$ cat config.mk
export PLATFORM = sky130hd
export DESIGN_NAME = iob_ibex2axi_ot
export DESIGN_NICKNAME = d
export VERILOG_FILES = /design/src/rtl/iob_ibex2axi_pkg.sv /design/src/rtl/iob_ibex2axi_ord_fifo.sv /design/src/rtl/iob_ibex2axi_ot.sv
export SDC_FILE = /design/constraint.sdc
export NUM_CORES = 1
export LEC_CHECK = 0
export ABC_CLOCK_PERIOD_IN_PS = 5200
export BUFFER_PORTS_ARGS = -buffer_cell sky130_fd_sc_hd__buf_2
export CAP_MARGIN = 20
export CORE_AREA = 2 2 119 121
export DETAILED_ROUTE_END_ITERATION = 16
export DIE_AREA = 0 0 121 123
export PLACE_DENSITY = 0.63
export SLEW_MARGIN = 20
export SYNTH_ARGS = -nofsm -noshare
export SYNTH_HDL_FRONTEND = slang
export SYNTH_SLANG_ARGS = --single-unit
export TNS_END_PERCENT = 10
$ cat constraint.sdc
create_clock -name clk_i -period 5.2 [get_ports clk_i]
set_input_delay 0.26 -clock clk_i [delete_from_list [all_inputs] [get_ports clk_i]]
set_output_delay 0.26 -clock clk_i [all_outputs]
set_load 0.05 [all_outputs]
$ cat src/rtl/iob_ibex2axi_pkg.sv
// Shared AXI encodings and the response-mux select type for the Ibex-to-AXI bridge.
package iob_ibex2axi_pkg;

  localparam logic [1:0] AXI_RESP_OKAY   = 2'b00;
  localparam logic [1:0] AXI_RESP_EXOKAY = 2'b01;
  localparam logic [1:0] AXI_RESP_SLVERR = 2'b10;
  localparam logic [1:0] AXI_RESP_DECERR = 2'b11;

  localparam logic [1:0] AXI_BURST_INCR  = 2'b01;
  localparam logic [2:0] AXI_SIZE_4B     = 3'b010;

  // Which AXI response channel feeds the Ibex response register.
  typedef enum logic {
    RSP_SEL_R = 1'b0,
    RSP_SEL_B = 1'b1
  } rsp_sel_t;

endpackage

$ cat src/rtl/iob_ibex2axi_ord_fifo.sv
// Ordering FIFO: remembers the type (read/write) of each granted transaction
// so responses are handed back to Ibex in request order.
module iob_ibex2axi_ord_fifo #(
  parameter int unsigned DEPTH = 4,
  localparam int unsigned PTR_W = $clog2(DEPTH),
  localparam int unsigned CNT_W = PTR_W + 1
) (
  input  logic             clk,
  input  logic             cke,
  input  logic             rst_n,
  input  logic             push,
  input  logic             pop,
  input  logic             din,
  output logic             dout,
  output logic             full,
  output logic             empty,
  output logic [CNT_W-1:0] count
);

  logic [DEPTH-1:0] mem;
  logic [PTR_W-1:0] wr_ptr;
  logic [PTR_W-1:0] rd_ptr;
  logic             do_push;
  logic             do_pop;

  assign full    = (count == CNT_W'(DEPTH));
  assign empty   = (count == '0);
  assign dout    = mem[rd_ptr];
  assign do_push = push & ~full;
  assign do_pop  = pop & ~empty;

  // Entry storage; contents need no reset since count qualifies them.
  always_ff @(posedge clk) begin
    if (cke && do_push) begin
      mem[wr_ptr] <= din;
    end
  end

  // Pointer and occupancy tracking.
  always_ff @(posedge clk) begin
    if (!rst_n) begin
      wr_ptr <= '0;
      rd_ptr <= '0;
      count  <= '0;
    end else if (cke) begin
      if (do_push) wr_ptr <= wr_ptr + PTR_W'(1);
      if (do_pop)  rd_ptr <= rd_ptr + PTR_W'(1);
      if (do_push && !do_pop)      count <= count + CNT_W'(1);
      else if (!do_push && do_pop) count <= count - CNT_W'(1);
    end
  end

endmodule

$ cat src/rtl/iob_ibex2axi_ot.sv
// Ibex memory port to AXI4 manager bridge with up to MAX_OT outstanding
// single-beat transactions; responses return to Ibex in request order.
module iob_ibex2axi_ot
  import iob_ibex2axi_pkg::*;
#(
  parameter int unsigned AXI_ID_W    = 1,
  parameter int unsigned AXI_ID      = 0,
  parameter int unsigned AXI_ADDR_W  = 32,
  parameter int unsigned AXI_DATA_W  = 32,
  parameter int unsigned AXI_LEN_W   = 8,
  parameter int unsigned IBEX_ADDR_W = 32,
  parameter int unsigned MAX_OT      = 4,
  parameter logic [2:0]  AXI_PROT    = 3'b000,
  parameter logic [3:0]  AXI_CACHE   = 4'b0011
) (
  input  logic                   clk_i,
  input  logic                   cke_i,
  input  logic                   rst_ni,
  input  logic                   ibex_req_i,
  input  logic                   ibex_we_i,
  input  logic [3:0]             ibex_be_i,
  input  logic [IBEX_ADDR_W-1:0] ibex_addr_i,
  input  logic [31:0]            ibex_wdata_i,
  output logic                   ibex_gnt_o,
  output logic                   ibex_rvalid_o,
  output logic [31:0]            ibex_rdata_o,
  output logic                   ibex_err_o,
  output logic                   awvalid_o,
  input  logic                   awready_i,
  output logic [AXI_ADDR_W-1:0]  awaddr_o,
  output logic [AXI_ID_W-1:0]    awid_o,
  output logic [AXI_LEN_W-1:0]   awlen_o,
  output logic [2:0]             awsize_o,
  output logic [1:0]             awburst_o,
  output logic                   awlock_o,
  output logic [3:0]             awcache_o,
  output logic [2:0]             awprot_o,
  output logic [3:0]             awqos_o,
  output logic                   wvalid_o,
  input  logic                   wready_i,
  output logic [AXI_DATA_W-1:0]  wdata_o,
  output logic [3:0]             wstrb_o,
  output logic                   wlast_o,
  input  logic                   bvalid_i,
  input  logic [1:0]             bresp_i,
  input  logic [AXI_ID_W-1:0]    bid_i,
  output logic                   bready_o,
  output logic                   arvalid_o,
  input  logic                   arready_i,
  output logic [AXI_ADDR_W-1:0]  araddr_o,
  output logic [AXI_ID_W-1:0]    arid_o,
  output logic [AXI_LEN_W-1:0]   arlen_o,
  output logic [2:0]             arsize_o,
  output logic [1:0]             arburst_o,
  output logic                   arlock_o,
  output logic [3:0]             arcache_o,
  output logic [2:0]             arprot_o,
  output logic [3:0]             arqos_o,
  input  logic                   rvalid_i,
  input  logic [AXI_DATA_W-1:0]  rdata_i,
  input  logic [1:0]             rresp_i,
  input  logic [AXI_ID_W-1:0]    rid_i,
  input  logic                   rlast_i,
  output logic                   rready_o
);

  localparam int unsigned CNT_W = $clog2(MAX_OT) + 1;

  logic             aw_done;
  logic             w_done;
  logic             req_ok;
  logic             gnt;
  logic             fifo_full;
  logic             fifo_empty;
  logic             head_is_write;
  logic [CNT_W-1:0] fifo_count;
  logic             r_hs;
  logic             b_hs;
  logic             pop;
  logic [AXI_ADDR_W-1:0] axi_addr;
  rsp_sel_t         rsp_sel;
  logic             unused;

  // Full comes from the registered count, so a pop in this cycle cannot admit.
  assign req_ok    = cke_i & ibex_req_i & ~fifo_full;
  assign arvalid_o = req_ok & ~ibex_we_i;
  assign awvalid_o = req_ok & ibex_we_i & ~aw_done;
  assign wvalid_o  = req_ok & ibex_we_i & ~w_done;
  assign gnt       = ibex_we_i ? (req_ok & (aw_done | awready_i) & (w_done | wready_i))
                               : (arvalid_o & arready_i);
  assign ibex_gnt_o = gnt;

  // Only the channel matching the oldest outstanding transaction is accepted.
  assign rready_o = cke_i & ~fifo_empty & ~head_is_write;
  assign bready_o = cke_i & ~fifo_empty & head_is_write;
  assign r_hs     = rvalid_i & rready_o;
  assign b_hs     = bvalid_i & bready_o;
  assign pop      = r_hs | b_hs;
  assign rsp_sel  = head_is_write ? RSP_SEL_B : RSP_SEL_R;

  assign axi_addr = AXI_ADDR_W'({ibex_addr_i[IBEX_ADDR_W-1:2], 2'b00});
  assign awaddr_o = axi_addr;
  assign araddr_o = axi_addr;
  assign wdata_o  = AXI_DATA_W'(ibex_wdata_i);
  assign wstrb_o  = ibex_be_i;
  assign wlast_o  = 1'b1;

  assign awid_o    = AXI_ID_W'(AXI_ID);
  assign awlen_o   = '0;
  assign awsize_o  = AXI_SIZE_4B;
  assign awburst_o = AXI_BURST_INCR;
  assign awlock_o  = 1'b0;
  assign awcache_o = AXI_CACHE;
  assign awprot_o  = AXI_PROT;
  assign awqos_o   = '0;
  assign arid_o    = AXI_ID_W'(AXI_ID);
  assign arlen_o   = '0;
  assign arsize_o  = AXI_SIZE_4B;
  assign arburst_o = AXI_BURST_INCR;
  assign arlock_o  = 1'b0;
  assign arcache_o = AXI_CACHE;
  assign arprot_o  = AXI_PROT;
  assign arqos_o   = '0;

  assign unused = ^{bid_i, rid_i, rlast_i, ibex_addr_i[1:0], fifo_count};

  iob_ibex2axi_ord_fifo #(
    .DEPTH(MAX_OT)
  ) u_ord_fifo (
    .clk   (clk_i),
    .cke   (cke_i),
    .rst_n (rst_ni),
    .push  (gnt),
    .pop   (pop),
    .din   (ibex_we_i),
    .dout  (head_is_write),
    .full  (fifo_full),
    .empty (fifo_empty),
    .count (fifo_count)
  );

  // Remember AW/W handshakes that completed before the write was granted.
  always_ff @(posedge clk_i) begin
    if (!rst_ni) begin
      aw_done <= 1'b0;
      w_done  <= 1'b0;
    end else if (cke_i) begin
      if (gnt) begin
        aw_done <= 1'b0;
        w_done  <= 1'b0;
      end else begin
        if (awvalid_o && awready_i) aw_done <= 1'b1;
        if (wvalid_o && wready_i)   w_done  <= 1'b1;
      end
    end
  end

  // Registered Ibex response, loaded from whichever channel popped.
  always_ff @(posedge clk_i) begin
    if (!rst_ni) begin
      ibex_rvalid_o <= 1'b0;
      ibex_rdata_o  <= '0;
      ibex_err_o    <= 1'b0;
    end else if (cke_i) begin
      ibex_rvalid_o <= pop;
      if (pop) begin
        unique case (rsp_sel)
          RSP_SEL_R: begin
            ibex_rdata_o <= 32'(rdata_i);
            ibex_err_o   <= (rresp_i != AXI_RESP_OKAY);
          end
          RSP_SEL_B: begin
            ibex_rdata_o <= '0;
            ibex_err_o   <= (bresp_i != AXI_RESP_OKAY);
          end
          default: ;
        endcase
      end
    end
  end

endmodule
Word level (Yosys, flattened, before mapping)
Index checks and enable logic that the tools add are counted.

Add/subtract/negate cells: 4. Multipliers: 0. Divide/modulo/power cells: 0. Magnitude comparators: 3. Equal/unequal tests: 1. Shifts and indexed selects: 0. Mux-type cells: 15. Bitwise operators: 26. Reduce and logical (&&, ||, !) cells: 20.

Operators by type and width (number): $pmux 32 s2 (1); $and 1x1->1 (16); $reduce_and 2->1 (6); $reduce_bool 2->1 (5); $mux 1 (8); $not 1->1 (7); $logic_and 1x1->1 (6); $lt 2x3->1 const B (2); $mux 3 (2); $add 2x1->2 const B (2); $bwmux 4 (1); $add 3x1->3 const B (1); $eq 3x3->1 const B (1); $logic_not 3->1 (1); $or 1x1->1 (3); $sub 3x1->3 const B (1); $bmux 1 s2 (1); $demux 1 s2 (1); $ge 2x1->1 const B (1); $logic_not 1->1 (2); $pmux 1 s2 (1).

Register bits: 47. Latch bits: 0. Bits in writable memories: 0. Bits in read-only memories: 0. Output and inout port bits: 193. Logic and storage cells: 78. Memories kept: 0.

Longest topological paths before layout
Gate-level depths: netlist (run 1).

Depth in word-level cells: 11. Mapped depth: 12.

Hierarchy
Synthesis (run 1) repeated with hierarchy kept, for this count alone.

Cells, all modules: 391. Area total of the unflattened synthesis: 3370.7 µm².

By module, submodules not included: iob_ibex2axi_ot (times used 1, cells each 335, area an instance 2757.6 µm², seq. area each 720.7 µm²); iob_ibex2axi_ord_fifo (times used 1, cells each 56, area an instance 613.1 µm², seq. area each 260.2 µm²).

Worst setup path after synthesis (run 1)
OpenSTA, ideal clock, no wires.

Path kind: reg2reg. Start point: register u_ord_fifo.rd_ptr[0]. End point: register u_ord_fifo.count[2]. Arrival: 2472 ps. Data required time: 5080 ps. Setup slack: 2608 ps. Stages on the path, launching flop included: 12. Clock period less this slack: 2592 ps. Cells stage by stage: dfxtp_1 -> mux4_2 -> mux2_4 -> clkinv_2 -> buf_6 -> ha_1 -> inv_1 -> fa_1 -> xnor2_1 -> nand2_1 -> xor2_1 -> nor2_1.

Longest elaborated chain between the ends: 11. Elaborated cells on any way between the ends: 15.

RTL lines: from (decl) (RTL line iob_ibex2axi_ord_fifo.sv:22) `logic [PTR_W-1:0] rd_ptr;`; from (signal assigned) (RTL line iob_ibex2axi_ord_fifo.sv:47) `if (do_pop) rd_ptr <= rd_ptr + PTR_W'(1);`; $bmux 1 s2 * (RTL line iob_ibex2axi_ord_fifo.sv:28) `assign dout = mem[rd_ptr];`; $mux 1 (not written as such) * (RTL line iob_ibex2axi_ord_fifo.sv:28); $not 1->1 (RTL line iob_ibex2axi_ot.sv:94) `assign rready_o = cke_i & ~fifo_empty & ~head_is_write;`; $and 1x1->1 (RTL line iob_ibex2axi_ot.sv:94); $and 1x1->1 (RTL line iob_ibex2axi_ot.sv:96) `assign r_hs = rvalid_i & rready_o;`; $or 1x1->1 * (RTL line iob_ibex2axi_ot.sv:98) `assign pop = r_hs | b_hs;`; $and 1x1->1 * (RTL line iob_ibex2axi_ord_fifo.sv:30) `assign do_pop = pop & ~empty;`; $logic_not 1->1 (RTL line iob_ibex2axi_ord_fifo.sv:48) `if (do_push && !do_pop) count <= count + CNT_W'(1);`; $logic_and 1x1->1 (RTL line iob_ibex2axi_ord_fifo.sv:48); $reduce_bool 2->1 (no line); $reduce_and 2->1 (no line); to (signal assigned) (RTL line iob_ibex2axi_ord_fifo.sv:48); to (signal assigned) (RTL line iob_ibex2axi_ord_fifo.sv:49) `else if (!do_push && do_pop) count <= count - CNT_W'(1);`; to (decl) (RTL line iob_ibex2axi_ord_fifo.sv:17) `output logic [CNT_W-1:0] count`.

Every way passes the cells marked *; elsewhere a longest branch is shown, timed or not. The select of a mux whose other input is x is not followed. A chain may end at the register's enable or synchronous reset.

Final worst setup path (run 1)
Start point: register u_ord_fifo.rd_ptr[0]. End point: register u_ord_fifo.count[1].

The elaborated chain is that of the path after synthesis.

==> results.md, run 1 <==
- Int Pwr: 0.626 mW
- Hold Vio Cnt, Final: 0
- Clk pin slew, worst setup/hold paths: 70 ps
- All-Layer GR Usage: 0.0901
- Final Non-Filler Cells: ~540
- CTS H-Tree Depth: 2
- CTS Buffer Depth: 2
- Overflow after GRT: 0
- CTS root buf: clkbuf_16
- Core box area: 13600 um2
- Vias/cell: roughly 3.8
- Post-CTS Setup Repair Bufs: 0
- Post-route ant nets: 0
- Class of the worst hold path: in -> reg
- Initial antenna violation count: 0
- Fmax: 310 MHz
- # port buffers: 85
- Final Hold Slack: 162 ps
- CTS Sinks: between 40 and 50
- Critical-path maximum fanout: 35
- Initial core utilization: 0.231
- Unrepaired setup endpoints after global routing: no
- Crit path max-delay cell type: mux4_2
- Hold_buf cts: 0
- Main area contributors after synthesis: buf_4 (36%), dfxtp_1 (27%), nand3_1 (10%)
- Crit path largest cell delay: 610 ps
- Prevailing post-synth register cell: dfxtp_1
- Commonest non-fill, non-tap cell in the layout: buf_2
- Cell chain of the critical path: mux4_2 -> mux2_4 -> clkinv_2 -> ha_1 -> inv_1 -> fa_1 -> mux2i_1 -> nor2_1
- Post-synth ARST share: 0
- Total CTS buffers: 5
- Leak pwr: about 1.5 nW
- Fin. max-slew vios: 0
- CP required: 5380 ps
- CTS resizes: 0
- N_diodes: 0
- Max-cap violations: 0
- Post-synth top area cell: buf_4
- Fill count: 1561
- Most frequent cells in the layout: buf_2 (85), nand3_1 (64), conb_1 (57)
- Seq cells post-synth: 47
- Clk_lat worst skew: approximately 300 ps
- Iter 0 DRT Violations: 57
- Crit Path Class: reg -> reg
- Worst Setup End Kind: register
- Post-Syn Area per Cell: 8.31 um2
- DP HPWL: 4800 um
- DRC viols: 0
- CP Launch Type: register
- Core Rows: 43
- Die H: 123 um
- CP Buf/Inv Count: 2
- Worst Tran Pin Value: between 700 and 800 ps
- Worst slew margin: 0.514
- RePlAce Congestion: 0.756
- # nets final: 483
- Final setup fails: 0
- Share of layout cells above drive strength 1: 0.274
- Inst Count DP: 533
- Sw frac: 0.331
- Mapped Cells: 379
- Area growth, synth to finish: -6.00%
- Die area: 14900 um2
- Routed vias: 2076
- Critical Path AT: 3410 ps
- Power share of the combinational group: 0.198
- Die W: 121 um
- Routed WL per cell: 12.3 um
- Number of global-route vias before repair: 1876
- Max rail drop VDD: around 0.00011 V
- Final worst-path cycle share: 0.621
- Largest net degree at the start of global routing: 37
- Minimum clock period: roughly 3200 ps
- Yosys cell types: 36
- EDFF count, synth: 4
- Power Dens Cells: 316 nW/um2
- Clock skew: 7.13 ps
- Top Family by Delay on Critical Path: multiplexers
- Boundary Pins: 310
- Status: complete, no violations
- TritonRoute pass-1 iters: 4
- Yosys top cell area share: 0.365
- Post-Syn Area: roughly 3100 um2
- Post-synthesis sequential area ratio: 0.311
- CTS tree: done
- Synth Warn #: 0
- Routed wire length: 6680 um
- Seq pwr share: 0.406
- Power Total: 0.936 mW
- Net Switching: around 0.31 mW
- First-pass GRT wire length: about 9900 um
- Setup_tns: 0 ps
- Clock share of power: 0.396
==> Yosys cell counts, types with 4 or more instances <==
library cell,count
a21oi_1,5
and2_1,5
buf_2,4
buf_4,153
clkbuf_1,5
dfxtp_1,43
edfxtp_1,4
ha_1,5
inv_1,5
mux2i_1,4
nand2_1,35
nand3_1,64
nor2_1,13
==> final timing paths <==
check	start	endpoint	slack (ps)	cells past startpoint
min	rdata_i[21]	ibex_rdata_o[21]	160	3
min reg2reg	ibex_rdata_o[30]	ibex_rdata_o[30]	450	2
max	u_ord_fifo.rd_ptr[0]	u_ord_fifo.count[1]	1970	8
max reg2reg	u_ord_fifo.rd_ptr[0]	u_ord_fifo.count[1]	1970	8
==> stage by stage <==
stage	utilization	cell area, um2	setup slack, ps
finish	0.217	2960	1970
detailed placement	0.205	2790	1930
global placement	0.205	2790	1870
global route	0.217	2960	1680
CTS	0.217	2960	1900
floorplan	-	3360	2610
==> cell type report <==
type,instances,area (um2),share of cell area
clock buffer,7,164,0.0554
timing repair buffer,86,433,0.146
inverter,6,23.8,0.00803
tap,180,225,0.0761
clock inverter,1,8.76,0.00296
multi-input combinational,214,1120,0.380
sequential,47,981,0.331
==> logic make-up after synthesis <==
group	synth area share
buffers and inverters	0.398
and+or+nand+nor	0.184
DFF	0.311
AOI/OAI and AO/OA	0.0429
adders and majority gates	0.0262
muxes	0.0246
xor gates and xnor gates	0.0111
other	0.00238
==> state kept, by name (all words and copies together) (netlist names) <==
name               flops
ibex_rdata_o          32
u_ord_fifo.mem         4
u_ord_fifo.count       3
u_ord_fifo.rd_ptr      2
u_ord_fifo.wr_ptr      2
aw_done                1
ibex_err_o             1
ibex_rvalid_o          1
w_done                 1
==> power groups by stage <==
stage	clock, mW	sequential (mW)	combinational, mW
floorplan	0	0.402	0.370
global placement	0	0.388	0.186
detailed placement	0	0.388	0.187
CTS	0.389	0.380	0.187
global route	0.402	0.381	0.199
finish	0.371	0.380	0.185
==> tightest hold or removal path, stage by stage <==
cell,delay [ps]
buf_2,70
nand3_1,50
nand2_1,50
==> routing by layer <==
layer / track usage / vias to the layer above / wire length [um] / part of all wire
met5: 0 / - / 0 / 0
met4: 0.0952 / 0 / 659 / 0.099
met2: 0.136 / 100 / 2820 / 0.42
met3: 0.0327 / 57 / 674 / 0.10
met1: 0.0933 / 928 / 2520 / 0.38
li1: - / 991 / - / -
Power figures use the tool's default switching activity.
==> inputs of run 2 (changes only) <==
--- a/config.mk
+++ b/config.mk
@@ -5,13 +5,13 @@
 export SDC_FILE = /design/constraint.sdc
 export NUM_CORES = 1
 export LEC_CHECK = 0
-export ABC_CLOCK_PERIOD_IN_PS = 5200
+export ABC_CLOCK_PERIOD_IN_PS = 2800
 export BUFFER_PORTS_ARGS = -buffer_cell sky130_fd_sc_hd__buf_2
 export CAP_MARGIN = 20
-export CORE_AREA = 2 2 119 121
+export CORE_AREA = 2 2 120 122
 export DETAILED_ROUTE_END_ITERATION = 16
-export DIE_AREA = 0 0 121 123
-export PLACE_DENSITY = 0.63
+export DIE_AREA = 0 0 122 124
+export PLACE_DENSITY = 0.64
 export SLEW_MARGIN = 20
 export SYNTH_ARGS = -nofsm -noshare
 export SYNTH_HDL_FRONTEND = slang
==> constraint.sdc (replaced) <==
create_clock -name clk_i -period 2.8 [get_ports clk_i]
set_input_delay 0.14 -clock clk_i [delete_from_list [all_inputs] [get_ports clk_i]]
set_output_delay 0.14 -clock clk_i [all_outputs]
set_load 0.05 [all_outputs]
==> results.md, run 2 (synthesis results as in run 1) <==
- Crit Path Class: reg -> reg (unchanged)
- Largest net degree at the start of global routing: 36 (was 37)
- CTS H-Tree Depth: 2 (unchanged)
- N_diodes: 0 (unchanged)
- Cell chain of the critical path: mux4_2 -> mux2_4 -> clkinv_2 -> ha_1 -> inv_1 -> fa_1 -> xnor2_1 -> nand2_1 -> xor2_1 -> nor2_1 (was mux4_2 -> mux2_4 -> clkinv_2 -> ha_1 -> inv_1 -> fa_1 -> mux2i_1 -> nor2_1)
- Final Non-Filler Cells: 546 (was 541)
- Fmax: 393 MHz (was 310 MHz)
- CTS Buffer Depth: 2 (unchanged)
- Seq pwr share: 0.424 (was 0.406)
- Worst Tran Pin Value: 538 ps (was 729 ps)
- Sw frac: 0.347 (was 0.331)
- Number of flip-flops in the largest register: 32 (unchanged)
- Most frequent cells in the layout: buf_2 (85), nand3_1 (64), conb_1 (57) (unchanged)
- Hold_buf cts: 0 (unchanged)
- CTS tree: done (unchanged)
- Flop-to-flop setup slack: 260 ps (was 1970 ps)
- CTS root buf: clkbuf_16 (unchanged)
- Final worst-path cycle share: 0.908 (was 0.621)
- Worst Setup End Kind: register (unchanged)
- Area growth, synth to finish: -5.68% (was -6.00%)
- Core Rows: 43 (unchanged)
- Post-route ant nets: 0 (unchanged)
- Register-to-Register Path Depth: 10 (was 8)
- Worst slew margin: 0.637 (was 0.514)
- All-Layer GR Usage: 0.0900 (was 0.0901)
- Hold path depth: 3 (unchanged)
- Power Total: 1.66 mW (was 0.936 mW)
- Routed vias: 2129 (was 2076)
- Die H: 124 um (was 123 um)
- Crit path largest cell delay: 600 ps (was 610 ps)
- Boundary Pins: 310 (unchanged)
- Die area: 15100 um2 (was 14900 um2)
- Leak pwr: 1.51 nW (about the same)
- Gr busiest metal: met2 (unchanged)
- Minimum clock period: 2540 ps (was 3230 ps)
- # nets final: 488 (was 483)
- Final Hold Slack: 51.3 ps (was 162 ps)
- Met3 Use GR: 0.0307 (was 0.0327)
- Max rail drop VDD: 0.000192 V (was 0.000113 V)
- CP Launch Type: register (unchanged)
- Power share of the combinational group: 0.214 (was 0.198)
- Initial antenna violation count: 0 (unchanged)
- Post-CTS Setup Repair Bufs: 0 (unchanged)
- Setup_tns: 0 ps (unchanged)
- Critical Path AT: 2720 ps (was 3410 ps)
- Class of the worst hold path: in -> reg (unchanged)
- Clock skew: 6.33 ps (was 7.13 ps)
- DP HPWL: 4940 um (was 4800 um)
- CTS resizes: 0 (unchanged)
- Met1 Use GR: 0.0985 (was 0.0933)
- Core Util, Final: 0.217 (about the same)
- Clk_lat worst skew: 290 ps (was 300 ps)
- Die W: 122 um (was 121 um)
- Routed wire length: 6990 um (was 6680 um)
- CP required: 2980 ps (was 5380 ps)
- Share of layout cells above drive strength 1: 0.281 (was 0.274)
- TritonRoute pass-1 iters: 4 (unchanged)
- Final setup fails: 0 (unchanged)
- Clock share of power: 0.362 (was 0.396)
- Int Pwr: 1.08 mW (was 0.626 mW)
- CP Buf/Inv Count: 2 (unchanged)
- # port buffers: 85 (unchanged)
- Commonest non-fill, non-tap cell in the layout: buf_2 (unchanged)
- Fin. max-slew vios: 0 (unchanged)
- Routed WL per cell: 12.8 um (was 12.3 um)
- Vias/cell: 3.90 (was 3.84)
- Largest Register: ibex_rdata_o (unchanged)
- Top Family by Delay on Critical Path: multiplexers (unchanged)
- Crit path max-delay cell type: mux4_2 (unchanged)
- Hold Vio Cnt, Final: 0 (unchanged)
- Clk pin slew, worst setup/hold paths: 70 ps (about the same)
- RePlAce Congestion: 0.699 (was 0.756)
- Iter 0 DRT Violations: 60 (was 57)
- Critical-path maximum fanout: 6 (was 35)
- CTS Sinks: 47 (unchanged)
- Total CTS buffers: 5 (unchanged)
- First-pass GRT wire length: 10200 um (was 9950 um)
- Net Switching: 0.577 mW (was 0.310 mW)
- Core box area: 13700 um2 (was 13600 um2)
- DRC viols: 0 (unchanged)
- Overflow after GRT: 0 (unchanged)
- M2 GR Usage: 0.134 (was 0.136)
- Status: complete, no violations (unchanged)
- Max-cap violations: 0 (unchanged)
- Power Dens Cells: 559 nW/um2 (was 316 nW/um2)
- Unrepaired setup endpoints after global routing: no (unchanged)
- Crit path depth: 10 (was 8)
- Inst Count DP: 538 (was 533)
- Initial core utilization: 0.230 (was 0.231)
- Biggest regs: ibex_rdata_o x32, u_ord_fifo.mem x4, u_ord_fifo.count x3 (unchanged)
- Number of global-route vias before repair: 1941 (was 1876)
-- run 2: changes by cell type in the layout (fill, tap and decap cells not counted), sizes merged --
cell / previous run / this run
clkinv: 1 / 3
inv: 6 / 5
clkinvlp: 0 / 1
clkbuf: 7 / 5
buf: 86 / 91
-- run 2: final cells by class --
| type | instances | area [um2] |
|---|---|---|
| Clock buffer | 5 | 125 |
| Clock inverter | 3 | 20.0 |
| Fill cell | 1563 | 10700 |
| Inverter | 6 | 23.8 |
| Multi-Input combinational cell | 214 | 1120 |
| Sequential cell | 47 | 981 |
| Tap cell | 180 | 225 |
| Timing Repair Buffer | 91 | 470 |
-- run 2: stage by stage --
step | worst slack, ps | cell area (um2)
after floorplan | 208 | 3360
after global placement | 308 | 2830
after detailed placement | 295 | 2830
after CTS | 250 | 2970
after global routing | 129 | 2970
final | 258 | 2970
-- run 2: power groups by stage --
stage | Combinational [mW] | Clock [mW] | Sequential (mW)
6_report | 0.355 | 0.601 | 0.704
5_1_grt | 0.379 | 0.655 | 0.705
4_1_cts | 0.357 | 0.635 | 0.703
3_5_place_dp | 0.356 | 0 | 0.719
3_3_place_gp | 0.355 | 0 | 0.718
2_1_floorplan | 0.687 | 0 | 0.747
-- run 2: layer usage --
layer / up-vias / routed length (um)
met5: - / 0
met4: 0 / 569
met3: 66 / 658
met2: 110 / 3060
met1: 953 / 2700
li1: 1000 / -
-- run 2: final timing paths --
kind	end	start
worst max-delay path	u_ord_fifo.count[2]	u_ord_fifo.rd_ptr[0]
worst min-delay path	ibex_rdata_o[17]	rdata_i[17]
worst max register to register	u_ord_fifo.count[2]	u_ord_fifo.rd_ptr[0]
worst min register to register	ibex_rdata_o[25]	ibex_rdata_o[25]
-- run 2: worst min-delay path, cell delays in order --
cell     delay, ps
buf_2           70
nand3_1         50
nand2_1         50
==> inputs of run 3 (changes only) <==
--- a/config.mk
+++ b/config.mk
@@ -5,13 +5,14 @@
 export SDC_FILE = /design/constraint.sdc
 export NUM_CORES = 1
 export LEC_CHECK = 0
+export ABC_AREA = 1
 export ABC_CLOCK_PERIOD_IN_PS = 2800
 export BUFFER_PORTS_ARGS = -buffer_cell sky130_fd_sc_hd__buf_2
 export CAP_MARGIN = 20
-export CORE_AREA = 2 2 120 122
+export CORE_AREA = 2 2 119 121
 export DETAILED_ROUTE_END_ITERATION = 16
-export DIE_AREA = 0 0 122 124
-export PLACE_DENSITY = 0.64
+export DIE_AREA = 0 0 121 123
+export PLACE_DENSITY = 0.69
 export SLEW_MARGIN = 20
 export SYNTH_ARGS = -nofsm -noshare
 export SYNTH_HDL_FRONTEND = slang
==> results.md, run 3 <==
- Status: complete, no violations (unchanged)
- Hold_buf cts: 0 (unchanged)
- Top-count cell post-synth: buf_4 (unchanged)
- # port buffers: 85 (unchanged)
- Most frequent cells in the layout: nor2_1 (121), buf_2 (85), conb_1 (57) (was buf_2 (85), nand3_1 (64), conb_1 (57))
- Final setup fails: 0 (unchanged)
- Boundary Pins: 310 (unchanged)
- Hold Vio Cnt, Final: 0 (unchanged)
- Final worst-path cycle share: 0.810 (was 0.908)
- CP startpoint: u_ord_fifo.count[0] (was u_ord_fifo.rd_ptr[0])
- Overflow after GRT: 0 (unchanged)
- Footprint of the multi-input gates: 1410 um2 (was 1120 um2)
- Final Hold Slack: 113 ps (was 51.3 ps)
- Crit path max-delay cell type: dfxtp_1 (was mux4_2)
- Worst Setup End Kind: register (unchanged)
- Synth Warn #: 0 (unchanged)
- Clock skew: 7.76 ps (was 6.33 ps)
- CP Buf/Inv Count: 1 (was 2)
- Critical Path AT: 2460 ps (was 2720 ps)
- Worst Tran Pin Value: 833 ps (was 538 ps)
- Critical-path maximum fanout: 6 (unchanged)
- Max rail drop VDD: 0.000197 V (was 0.000192 V)
- CTS Sinks: 47 (unchanged)
- Critical Path Sink: u_ord_fifo.count[2] (unchanged)
- Post-Syn Area per Cell: 7.07 um2 (was 8.31 um2)
- Share of layout cells above drive strength 1: 0.220 (was 0.281)
- Met2 wire length: 3740 um (was 3060 um)
- Synth top cells by count: buf_4 (153), nor2_1 (121), inv_1 (52), nand2_1 (52), dfxtp_1 (43) (was buf_4 (153), nand3_1 (64), dfxtp_1 (43))
- Met3 Wirelength: 868 um (was 658 um)
- R2R Path Start: u_ord_fifo.count[0] (was u_ord_fifo.rd_ptr[0])
- CTS Buffer Depth: 2 (unchanged)
- Yosys cell types: 27 (was 36)
- Core Rows: 43 (unchanged)
- DRC viols: 0 (unchanged)
- Initial core utilization: 0.269 (was 0.230)
- TritonRoute pass-1 iters: 4 (unchanged)
- First-pass GRT wire length: 12300 um (was 10200 um)
- Flop-to-flop setup slack: 530 ps (was 260 ps)
- Total area of sequential cells: 981 um2 (unchanged)
- Register-to-Register Path Depth: 11 (was 10)
- CTS root buf: clkbuf_16 (unchanged)
- Routed wire length: 8310 um (was 6990 um)
- Worst slew margin: 0.444 (was 0.637)
- Number of flip-flops in the largest register: 32 (unchanged)
- Clk pin slew, worst setup/hold paths: 70 ps (about the same)
- Commonest non-fill, non-tap cell in the layout: nor2_1 (was buf_2)
- Crit path depth: 11 (was 10)
- Minimum clock period: 2270 ps (was 2540 ps)
- Die area: 14900 um2 (was 15100 um2)
- CTS H-Tree Depth: 2 (unchanged)
- Initial antenna violation count: 1 (was 0)
- Cell chain of the critical path: nor2_1 -> a21oi_2 -> nand3_1 -> nand2_1 -> ha_1 -> inv_1 -> fa_1 -> xnor2_1 -> nand2_1 -> o21ai_0 -> a21oi_1 (was mux4_2 -> mux2_4 -> clkinv_2 -> ha_1 -> inv_1 -> fa_1 -> xnor2_1 -> nand2_1 -> xor2_1 -> nor2_1)
- Post-synth ARST share: 0 (unchanged)
- Top Family by Delay on Critical Path: adder cells (was multiplexers)
- CTS tree: done (unchanged)
- Clk_lat worst skew: 300 ps (was 290 ps)
- Vias/cell: 3.80 (was 3.90)
- Largest Register: ibex_rdata_o (unchanged)
- Yosys top cell area share: 0.314 (was 0.365)
- Die H: 123 um (was 124 um)
- Top sig layer: met5 (was met4)
- Post-synth top area cell: buf_4 (unchanged)
- CP most frequent cell: nand2_1
- CP required: 3000 ps (was 2980 ps)
- N_diodes: 0 (unchanged)
- Routed vias: 2582 (was 2129)
- Max-cap violations: 0 (unchanged)
- Seq cells post-synth: 47 (unchanged)
- Post-route ant nets: 0 (unchanged)
- Setup_tns: 0 ps (unchanged)
- Fmax: 441 MHz (was 393 MHz)
- CTS resizes: 0 (unchanged)
- Biggest regs: ibex_rdata_o x32, u_ord_fifo.mem x4, u_ord_fifo.count x3 (unchanged)
- Unrepaired setup endpoints after global routing: no (unchanged)
- Largest net degree at the start of global routing: 43 (was 36)
- Fin. max-slew vios: 0 (unchanged)
- Pre-CTS setup slack: 521 ps (was 295 ps)
- Setup ws final: 532 ps (was 258 ps)
- Total CTS buffers: 5 (unchanged)
- Post-CTS Setup Repair Bufs: 0 (unchanged)
- Core box area: 13600 um2 (was 13700 um2)
- Leak pwr: 1.97 nW (was 1.51 nW)
- DP HPWL: 5850 um (was 4940 um)
- Post-synthesis sequential area ratio: 0.268 (was 0.311)
- RePlAce Congestion: 0.729 (was 0.699)
- Post-Syn Area: 3660 um2 (was 3150 um2)
- R2r endpoint: u_ord_fifo.count[2] (unchanged)
- Iter 0 DRT Violations: 60 (unchanged)
- Crit Path Class: reg -> reg (unchanged)
- CP Launch Type: register (unchanged)
- Fill count: 1556 (was 1563)
- M1 WL: 3220 um (was 2700 um)
- Power Dens Cells: 561 nW/um2 (was 559 nW/um2)
- Routed WL per cell: 12.2 um (was 12.8 um)
- Main area contributors after synthesis: buf_4 (31%), dfxtp_1 (24%), nor2_1 (12%) (was buf_4 (36%), dfxtp_1 (27%), nand3_1 (10%))
- Number of global-route vias before repair: 2248 (was 1941)
- EDFF count, synth: 4 (unchanged)
- Mapped Cells: 518 (was 379)
- Area growth, synth to finish: -6.25% (was -5.68%)
- Class of the worst hold path: in -> reg (unchanged)
- Die W: 121 um (was 122 um)
- Crit path largest cell delay: 380 ps (was 600 ps)
- # nets final: 621 (was 488)
- All-Layer GR Usage: 0.110 (was 0.0900)
- Prevailing post-synth register cell: dfxtp_1 (unchanged)
[run 3: per-layer routing]
layer	GRT usage	vias to the layer above
li1	-	1299
met1	0.119	1100
met2	0.173	132
met3	0.0544	49
met4	0.0698	2
met5	0	-
[run 3: worst min-delay path by stage]
stage | startpoint | end | slack (ps) | cells past startpoint
after global routing | awready_i | aw_done | 110 | 3
after global placement | ibex_wdata_i[12] | wdata_o[12] | 280 | 0
after detailed placement | ibex_wdata_i[12] | wdata_o[12] | 280 | 0
after floorplan | ibex_we_i | u_ord_fifo.mem[0] | 240 | 0
after CTS | wready_i | w_done | 100 | 3
final | awready_i | aw_done | 110 | 3
[run 3: where the power goes]
part | internal, mW | switching [mW]
clock | 0.335 | 0.291
combinational | 0.120 | 0.445
sequential | 0.717 | 0.0199
total | 1.17 | 0.756
[run 3: cells by family after synthesis]
kind of cell / count (synthesis) / synth area share
buffers and inverters: 227 / 0.404
and+or+nand+nor: 220 / 0.277
DFF: 47 / 0.268
AOI/OAI and AO/OA: 14 / 0.0212
adders and majority gates: 6 / 0.0226
xor gates and xnor gates: 2 / 0.00479
other: 2 / 0.00205
[run 3: layout make-up]
cell class | count | area share
clock inverters | 3 | 0.00693
multi-input cells | 299 | 0.410
clock buffers | 5 | 0.0365
well taps | 180 | 0.0656
flip-flops and latches | 47 | 0.286
inverters | 56 | 0.0627
repair buffers | 89 | 0.133
[run 3: tightest hold or removal path, delay by kind of cell]
family	cells	cell delay, ps
buffers and inverters	1	100
AO/OA/AOI/OAI	1	60
AND/OR/NAND/NOR	1	70
[run 3: metrics by stage]
| stage | util | instance area [um2] | instances | power [mW] |
|---|---|---|---|---|
| floorplan | - | 3870 | 573 | 1.65 |
| finish | 0.252 | 3430 | 679 | 1.93 |
| global placement | 0.241 | 3280 | 671 | 1.32 |
| detailed placement | 0.241 | 3280 | 671 | 1.32 |
| CTS | 0.252 | 3430 | 679 | 1.97 |
| global route | 0.252 | 3430 | 679 | 2.05 |
